**src/rtl/fifo_rr_push_arbiter_if.sv**
```systemverilog
// Push-side bundle between N producers, the arbiter and one FIFO.
// master: producers + FIFO side; slave: the arbiter.
interface fifo_rr_push_arbiter_if #(
    parameter int N     = 3,
    parameter int WIDTH = 2
);
    logic [N-1:0]       req;
    logic [N*WIDTH-1:0] req_data;
    logic [N-1:0]       req_last;
    logic [N-1:0]       grant;
    logic               fifo_push_enable;
    logic [WIDTH-1:0]   fifo_push_data;
    logic               fifo_full_flag;
    logic               busy;

    modport master (
        output req, req_data, req_last, fifo_full_flag,
        input  grant, fifo_push_enable, fifo_push_data, busy
    );

    modport slave (
        input  req, req_data, req_last, fifo_full_flag,
        output grant, fifo_push_enable, fifo_push_data, busy
    );
endinterface

```
**src/rtl/fifo_rr_push_arbiter.sv**
```systemverilog
// Round-robin push arbiter with burst lock in front of one FIFO.
// Optional FIFO_ARB_STATS_EN adds per-requester saturating grant counters.
module fifo_rr_push_arbiter #(
    parameter int N     = 3,
    parameter int WIDTH = 2
) (
    input  logic clk,
    input  logic rst_n,
    fifo_rr_push_arbiter_if.slave arb
`ifdef FIFO_ARB_STATS_EN
    ,
    output logic [N*16-1:0] grant_cnt
`endif
);
    localparam int L2_N = $clog2(N);

    typedef enum logic {IDLE = 1'b0, LOCKED = 1'b1} state_e;

    state_e          state_q, state_d;
    logic [L2_N-1:0] rr_ptr_q, rr_ptr_d;
    logic [L2_N-1:0] owner_q, owner_d;
    logic            busy_q, busy_d;
    logic [L2_N-1:0] winner;
    logic [L2_N-1:0] sel;
    logic            found;
    logic            accept;

    function automatic logic [L2_N-1:0] next_idx(input logic [L2_N-1:0] i);
        return (i == L2_N'(N - 1)) ? '0 : i + L2_N'(1);
    endfunction

    // Find first requester at or after rr_ptr, wrapping modulo N
    always_comb begin
        int idx;
        idx    = 0;
        winner = '0;
        found  = 1'b0;
        for (int k = 0; k < N; k++) begin
            idx = int'(rr_ptr_q) + k;
            if (idx >= N) idx = idx - N;
            if (!found && arb.req[idx]) begin
                found  = 1'b1;
                winner = L2_N'(idx);
            end
        end
    end

    // State, pointer, owner and busy registers
    always_ff @(posedge clk) begin
        if (!rst_n) begin
            state_q  <= IDLE;
            rr_ptr_q <= '0;
            owner_q  <= '0;
            busy_q   <= 1'b0;
        end else begin
            state_q  <= state_d;
            rr_ptr_q <= rr_ptr_d;
            owner_q  <= owner_d;
            busy_q   <= busy_d;
        end
    end

    // Next state: lock on a non-last beat, release and advance on last
    always_comb begin
        state_d  = state_q;
        rr_ptr_d = rr_ptr_q;
        owner_d  = owner_q;
        busy_d   = busy_q;
        if (accept) begin
            unique case (state_q)
                IDLE: begin
                    if (arb.req_last[winner]) begin
                        rr_ptr_d = next_idx(winner);
                    end else begin
                        state_d = LOCKED;
                        owner_d = winner;
                        busy_d  = 1'b1;
                    end
                end
                LOCKED: begin
                    if (arb.req_last[owner_q]) begin
                        state_d  = IDLE;
                        busy_d   = 1'b0;
                        rr_ptr_d = next_idx(owner_q);
                    end
                end
                default: ;
            endcase
        end
    end

    // Grant and FIFO push signals; nothing leaves while in reset or full
    always_comb begin
        sel       = (state_q == LOCKED) ? owner_q : winner;
        arb.grant = '0;
        if (rst_n && !arb.fifo_full_flag) begin
            unique case (state_q)
                LOCKED:  arb.grant[owner_q] = arb.req[owner_q];
                IDLE:    arb.grant[winner]  = found;
                default: ;
            endcase
        end
        arb.fifo_push_enable = |arb.grant;
        arb.fifo_push_data   = '0;
        if (arb.fifo_push_enable)
            arb.fifo_push_data = arb.req_data[int'(sel)*WIDTH +: WIDTH];
    end

    assign accept   = arb.fifo_push_enable;
    assign arb.busy = busy_q;

`ifdef FIFO_ARB_STATS_EN
    logic [N*16-1:0] cnt_q, cnt_d;

    // Count accepted beats per requester, holding at all-ones
    always_comb begin
        cnt_d = cnt_q;
        for (int i = 0; i < N; i++) begin
            if (arb.grant[i] && cnt_q[i*16 +: 16] != 16'hFFFF)
                cnt_d[i*16 +: 16] = cnt_q[i*16 +: 16] + 16'd1;
        end
    end

    // Counter register, cleared by reset
    always_ff @(posedge clk) begin
        if (!rst_n) cnt_q <= '0;
        else        cnt_q <= cnt_d;
    end

    assign grant_cnt = cnt_q;
`endif
endmodule

```
**src/flat_wrapper.sv**
```systemverilog
// flat-port wrapper written by rule: the top's interface ports become plain ports
module fifo_rr_push_arbiter_flat 
#(
    parameter int N     = 3,
    parameter int WIDTH = 2
)
  (clk, rst_n, arb_req, arb_req_data, arb_req_last, arb_fifo_full_flag, arb_grant, arb_fifo_push_enable, arb_fifo_push_data, arb_busy);
  fifo_rr_push_arbiter_if #(.N(N), .WIDTH(WIDTH)) arb_i ();
  input  logic clk;
  input  logic rst_n;
  input wire logic [$bits(arb_i.req)-1:0] arb_req;
  input wire logic [$bits(arb_i.req_data)-1:0] arb_req_data;
  input wire logic [$bits(arb_i.req_last)-1:0] arb_req_last;
  input wire logic [$bits(arb_i.fifo_full_flag)-1:0] arb_fifo_full_flag;
  output wire logic [$bits(arb_i.grant)-1:0] arb_grant;
  output wire logic [$bits(arb_i.fifo_push_enable)-1:0] arb_fifo_push_enable;
  output wire logic [$bits(arb_i.fifo_push_data)-1:0] arb_fifo_push_data;
  output wire logic [$bits(arb_i.busy)-1:0] arb_busy;
  assign arb_i.req = arb_req;
  assign arb_i.req_data = arb_req_data;
  assign arb_i.req_last = arb_req_last;
  assign arb_i.fifo_full_flag = arb_fifo_full_flag;
  assign arb_grant = arb_i.grant;
  assign arb_fifo_push_enable = arb_i.fifo_push_enable;
  assign arb_fifo_push_data = arb_i.fifo_push_data;
  assign arb_busy = arb_i.busy;
  fifo_rr_push_arbiter #(.N(N), .WIDTH(WIDTH)) u_core (.clk(clk), .rst_n(rst_n), .arb(arb_i));
endmodule
```
**config.mk**
```make
export PLATFORM = sky130hd
export DESIGN_NAME = fifo_rr_push_arbiter_flat
export DESIGN_NICKNAME = d
export VERILOG_FILES = /design/src/rtl/fifo_rr_push_arbiter_if.sv /design/src/rtl/fifo_rr_push_arbiter.sv /design/src/flat_wrapper.sv
export SDC_FILE = /design/constraint.sdc
export NUM_CORES = 1
export LEC_CHECK = 0
export BUFFER_PORTS_ARGS = -buffer_cell sky130_fd_sc_hd__buf_2
export CORE_MARGIN = 2
export CORE_UTILIZATION = 30
export DETAILED_ROUTE_END_ITERATION = 8
export PLACE_DENSITY = 0.62
export SLEW_MARGIN = 20
export SYNTH_ARGS = -nofsm -noshare
export SYNTH_HDL_FRONTEND = slang
export SYNTH_SLANG_ARGS = --single-unit
```
**constraint.sdc**
```tcl
create_clock -name clk -period 2.4 [get_ports clk]
set_clock_uncertainty 0.1 [all_clocks]
set_input_delay 0.24 -clock clk [delete_from_list [all_inputs] [get_ports clk]]
set_output_delay 0.24 -clock clk [all_outputs]
set_load 0.03 [all_outputs]
```
# Word-level counts from Yosys, hierarchy flattened
# Cells that the tools add are included.
[word_totals] ff_bits=6 input_bits=15 output_inout_bits=7 word_cells=86
[classes] addsub=7 n_lt_le_gt_ge=10 eq_ne=5 shifts=1 n_mux=43 n_bitwise=4 reduce_logical=12
[ops] cell="< comparator 32 x 4 -> 1 bit (second input constant)" count=3
[ops] cell="two-way mux 32 bit" count=3
[ops] cell=">= comparator 32 x 3 -> 1 bit (second input constant)" count=2
[ops] cell="subtractor 32 x 3 -> 32 bit (second input constant)" count=2
[ops] cell="two-way mux 1 bit" count=18
[ops] cell="two-way mux 2 bit" count=9
[ops] cell="binary-select mux 1 bit (select 2 bit)" count=6
[ops] cell="AND reduction 3 bit" count=3
[ops] cell="AND 3 bit" count=2
[ops] cell="< comparator 2 x 3 -> 1 bit (second input constant)" count=2
[ops] cell="case mux 3 bit (2 select lines)" count=1
[ops] cell="indexed part select 6 x 4 -> 2 bit" count=1
[ops] cell="logical AND 1 bit" count=5
[ops] cell="adder 2 x 1 -> 2 bit (second input constant)" count=2
[ops] cell="demux 1 bit (select 2 bit)" count=2
[ops] cell="== test 2 bit (second input constant)" count=2
[ops] cell=">= comparator 2 x 1 -> 1 bit (second input constant)" count=2
[ops] cell="inequality test 2 bit (second input constant)" count=2
[ops] cell="case mux 1 bit (2 select lines)" count=2
[ops] cell="case mux 2 bit (2 select lines)" count=1
[ops] cell="adder 2 x 1 -> 3 bit (second input constant)" count=1
[ops] cell="adder 2 x 2 -> 3 bit (second input constant)" count=1
[ops] cell="logical NOT 1 bit" count=3
[ops] cell="two-way mux 3 bit" count=1
[ops] cell="other kinds (5)" count=6

# Logic depth before layout (Yosys ltp)
[logic_depth] depth_word=21 depth_mapped=10 depth_no_buf=9

# Least setup slack after synthesis
# OpenSTA, ideal clock, no wires.
[synth_path] path_type="register to output" start="reg u_core.rr_ptr_q[0]" end="out arb_fifo_push_data[0]" arrival_time_ps=2760 t_required_ps=2060 setup_slack_ps=-700 path_stages_with_launch=11 path_buffers=1 cell_sequence="dfxtp_1 -> inv_1 -> ha_1 -> buf_2 -> mux2i_1 -> o22ai_2 -> o311a_2 -> o21ai_0 -> and2_1 -> mux2_2 -> a21oi_1"
[synth_via] elab_chain_len=21 elab_cells_between_ends=42 cone_classes="add/sub (5); order compare (5); shift (1); mux (24); bitwise (1); reduce/logical (6)"
[synth_rtl] item="from (decl)" line_no="fifo_rr_push_arbiter.sv:20" source="logic [L2_N-1:0] rr_ptr_q, rr_ptr_d;"
[synth_rtl] item="from (signal assigned)" line_no="fifo_rr_push_arbiter.sv:57" source="rr_ptr_q <= rr_ptr_d;"
[synth_rtl] item="parallel branches: the longest is 20 deep, another holds subtractor 32 x 3 -> 32 bit"
[synth_rtl] item="two-way mux 2 bit (*)" line_no="fifo_rr_push_arbiter.sv:105" source="if (arb.fifo_push_enable)"
[synth_rtl] item="to (decl)" line_no="flat_wrapper.sv:17" source="output wire logic [$bits(arb_i.fifo_push_data)-1:0] arb_fifo_push_data;"
# Mark *: on every way between the ends. The select of a mux whose other input is x is not followed.

# Worst setup path in the final report
[layout_path] start="reg u_core.rr_ptr_q[1]" end="out arb_fifo_push_data[1]"
# Same word-level chain as after synthesis.

==> impl_metrics.csv <==
group,metric,value,unit
sta,setup_viol,12,
logic_synthesis,synth_cell_types,40,
logic_synthesis,synth_mux_area_frac,0.08237,
finish,diodes,0,
logic_synthesis,synth-xor-area-share,0,
power_and_ir_drop,combPwrFrac,0.838,
logic_synthesis,synth_top_family_by_area,"compound AO/OA/AOI/OAI gates",
routing,viasPerCell,5.672,
setup_path,cp_common_cell,"buf_6",
sta,finalMaxSlewViolations,0,
placed_design,portBuffers,21,
logic_synthesis,synthTopCellsByArea,"dfxtp_1 (16%), a21oi_1 (5.9%), mux2i_1 (5.3%)",
finish,syn2layout_area_growth,88.47,%
setup_path,worst-endpoint-required,2.06,ns
logic_synthesis,synth-seq-cells,6,
logic_synthesis,synth-async-reset-ratio,0,
routing,postRouteAntennaNets,0,
logic_synthesis,synth_warnings,0,
setup_path,critPathSlowestCell,"o311a_4",
power_and_ir_drop,ir_drop,740.2,uV
floorplan,core-area,2432,sq um
setup_path,slowest_delay,0.34,ns
placed_design,place_congestion,0.7801,
sta,fin_ws,-0.5032,ns
cts,cts_buffer_depth,2,
global_routing,grt_pass1_vias,999,
cts,clk_pin_slew,0.04,ns
routing,dr.first_iter.drc_count,25,
flow_run,maxCapViolations,0,
power_and_ir_drop,pwr-share-clk,0.057,
logic_synthesis,yosys.area_share.simple,0.2718,
logic_synthesis,synth_top_area_frac,0.1582,
routing,num_vias,1055,
floorplan,initial_core_util,0.3122,
finish,drive_gt1_frac,0.6090,
global_routing,grt_max_degree,9,
logic_synthesis,yosys.cell_count.top_type,"a21oi_1",
sta,final.min_clock_period,2.903,ns
routing,wl_per_cell,16.27,microns
sta,grt_setup_unrepaired,"yes",
logic_synthesis,synth_top_cell_by_area,"dfxtp_1",
logic_synthesis,synth_nets,118,
setup_path,worstPathCellList,"buf_6, ha_4, mux2i_4, o22ai_4, o311a_4, o21ai_4, and2_4, mux2_4, a21oi_4, buf_6",
floorplan,die_height,54.32,microns
logic_synthesis,synth_enable_flop_cells,0,
routing,firstDrtPassIters,4,
setup_path,critPathCaptureType,"output port",
sta,max_slew_margin,0.7248,
cts,clkSinkCount,6,
power_and_ir_drop,leakage,0.5824,nW
sta,finalHoldViolCount,0,
logic_synthesis,postSynthCellCount,100,
logic_synthesis,synth_compound_area_frac,0.3822,
outcome,status,"finished, violations left",
logic_synthesis,synth_fa_ha_area_frac,0.04942,
global_routing,grt.total_usage,0.2028,
cts,cts_tree,"done",
floorplan,die_area,2950,sq um
global_routing,antenna_found_initial,0,
logic_synthesis,syn_avg_cell_area,7.595,sq um
sta,fmax,344.4,MHz
cts,ctsRootBufferMaster,"clkbuf_4",
floorplan,num_rows,18,
finish,final_util,0.5885,
power_and_ir_drop,p_per_area,1138,nW/um^2
logic_synthesis,synth-main-ff-cell,"dfxtp_1",
routing,wl,3027,microns
power_and_ir_drop,internal_power,0.8847,mW
setup_path,worstPathMaxFanout,4,
logic_synthesis,yosys-top-cells-count,"a21oi_1 (9), inv_1 (8), o21ai_0 (8)",
setup_path,arrival,2.56,ns
power_and_ir_drop,fin_total_pwr,1.628,mW
power_and_ir_drop,switching_share,0.4567,
outcome,violations,"negative setup slack",
setup_path,critPathLaunchType,"flop",
power_and_ir_drop,sequentialPowerShare,0.105,
routing,post-route-drc-count,0,
global_routing,grt_pass1_wl,4291,microns
placed_design,dp_hpwl,2095,microns
sta,max_slew.worst_pin.slew,0.4113,ns
finish,final_nets,176,
setup_path,worst-setup-path-type,"flop to output port",
floorplan,ios,22,
sta,period_share,1.210,
cts,worstSkewPairLatency,0.24,ns
sta,timing.hold.ws,0.1540,ns
logic_synthesis,seq_area_frac_synth,0.1582,
global_routing,grt_overflow,0,
floorplan,die_w,54.32,microns
worst_hold_path,hp-class,"input pin to flop",
sta,tns,-4.155,ns
cts,cts-buffers-inserted,3,
logic_synthesis,syn_area,759.5,sq um
cts,ctsHtreeMaxLevel,1,
power_and_ir_drop,switchingPower,0.7438,mW
## per-layer routing
metal | track usage | up-vias | share of wire
li1 | - | 500 | -
met1 | 0.2365 | 524 | 0.41
met2 | 0.3775 | 29 | 0.54
met3 | 0.03279 | 2 | 0.038
met4 | 0.05417 | 0 | 0.0056
met5 | 0 | - | 0
## cell type report
cell class	count	area, sq um
clock buffers	3	22.52
fillers	226	1001
inverters	8	32.53
multi-input cells	83	793.3
flip-flops and latches	6	125.1
well taps	30	37.54
repair buffers	56	420.4
## flip-flops by register name (all words and copies together) (netlist names)
register         cells
u_core.arb.busy      1
u_core.owner_q       2
u_core.rr_ptr_q      2
u_core.state_q       1
## power groups by stage
stage	combinational, mW	clock (mW)	sequential (mW)
finish	1.36	0.0926	0.172
global route	1.43	0.102	0.174
CTS	1.19	0.0969	0.169
detailed placement	0.993	0	0.165
global placement	0.968	0	0.163
floorplan	0.637	0	0.163
## kinds of logic (layout without fill, tap and decap cells)
group	Yosys count	after routing
AO/OA/AOI/OAI	39	39
AND/OR/NAND/NOR	35	35
buffers and inverters	11	67
multiplexers	6	6
flip-flops	6	6
adder cells (fa/ha/maj)	3	3
## worst paths after layout
check | end | cells after the start | slack, ns | start
worst max-delay path | arb_fifo_push_data[1] | 10 | -0.50 | u_core.rr_ptr_q[1]
worst min-delay path | u_core.owner_q[0] | 3 | 0.15 | rst_n
worst max register to register | u_core.rr_ptr_q[0] | 13 | -0.44 | u_core.rr_ptr_q[1]
worst min register to register | u_core.arb.busy | 2 | 0.37 | u_core.arb.busy
## worst max-delay path, delay by kind of cell (launching register included)
| kind | cells | cell delay [ns] |
|---|---|---|
| AOI/OAI and AO/OA | 4 | 0.70 |
| adders and majority gates | 1 | 0.29 |
| buffers and inverters | 2 | 0.27 |
| DFF | 1 | 0.32 |
| muxes | 2 | 0.57 |
| and+or+nand+nor | 1 | 0.17 |
## placed cells by master (no fill, tap or decap), types with 2 or more instances in the layout
master and count:
mux2i_1 3, nand2b_1 3, a21oi_4 4, nand3_1 4, buf_6 10, or3_4 3, buf_2 15, dfxtp_1 4
mux2_4 2, inv_1 6, a21oi_2 4, a31oi_1 4, o21a_1 2, nand2_1 7, buf_4 31, nor2b_1 3
o21ai_0 6, clkbuf_4 3, ha_4 2, nor2_1 5
## through the flow
| step | cells | area, sq um | setup WS (ns) |
|---|---|---|---|
| floorplan | 100 | 825.8 | -0.1549 |
| global placement | 172 | 1130 | -0.1830 |
| detailed placement | 172 | 1130 | -0.2572 |
| CTS | 183 | 1336 | -0.4154 |
| global route | 186 | 1431 | -0.5697 |
| finish | 186 | 1431 | -0.5032 |
## timing repair
item | in CTS | in global routing
buffers inserted | 9 | 3
pin swaps | 14 | 6
resized for setup | 31 | 13
hold buffers | 0 | 0
endpoints found under the setup margin | 12 | 12
cloned | 0 | 0
(Power assumes the default switching activity.)
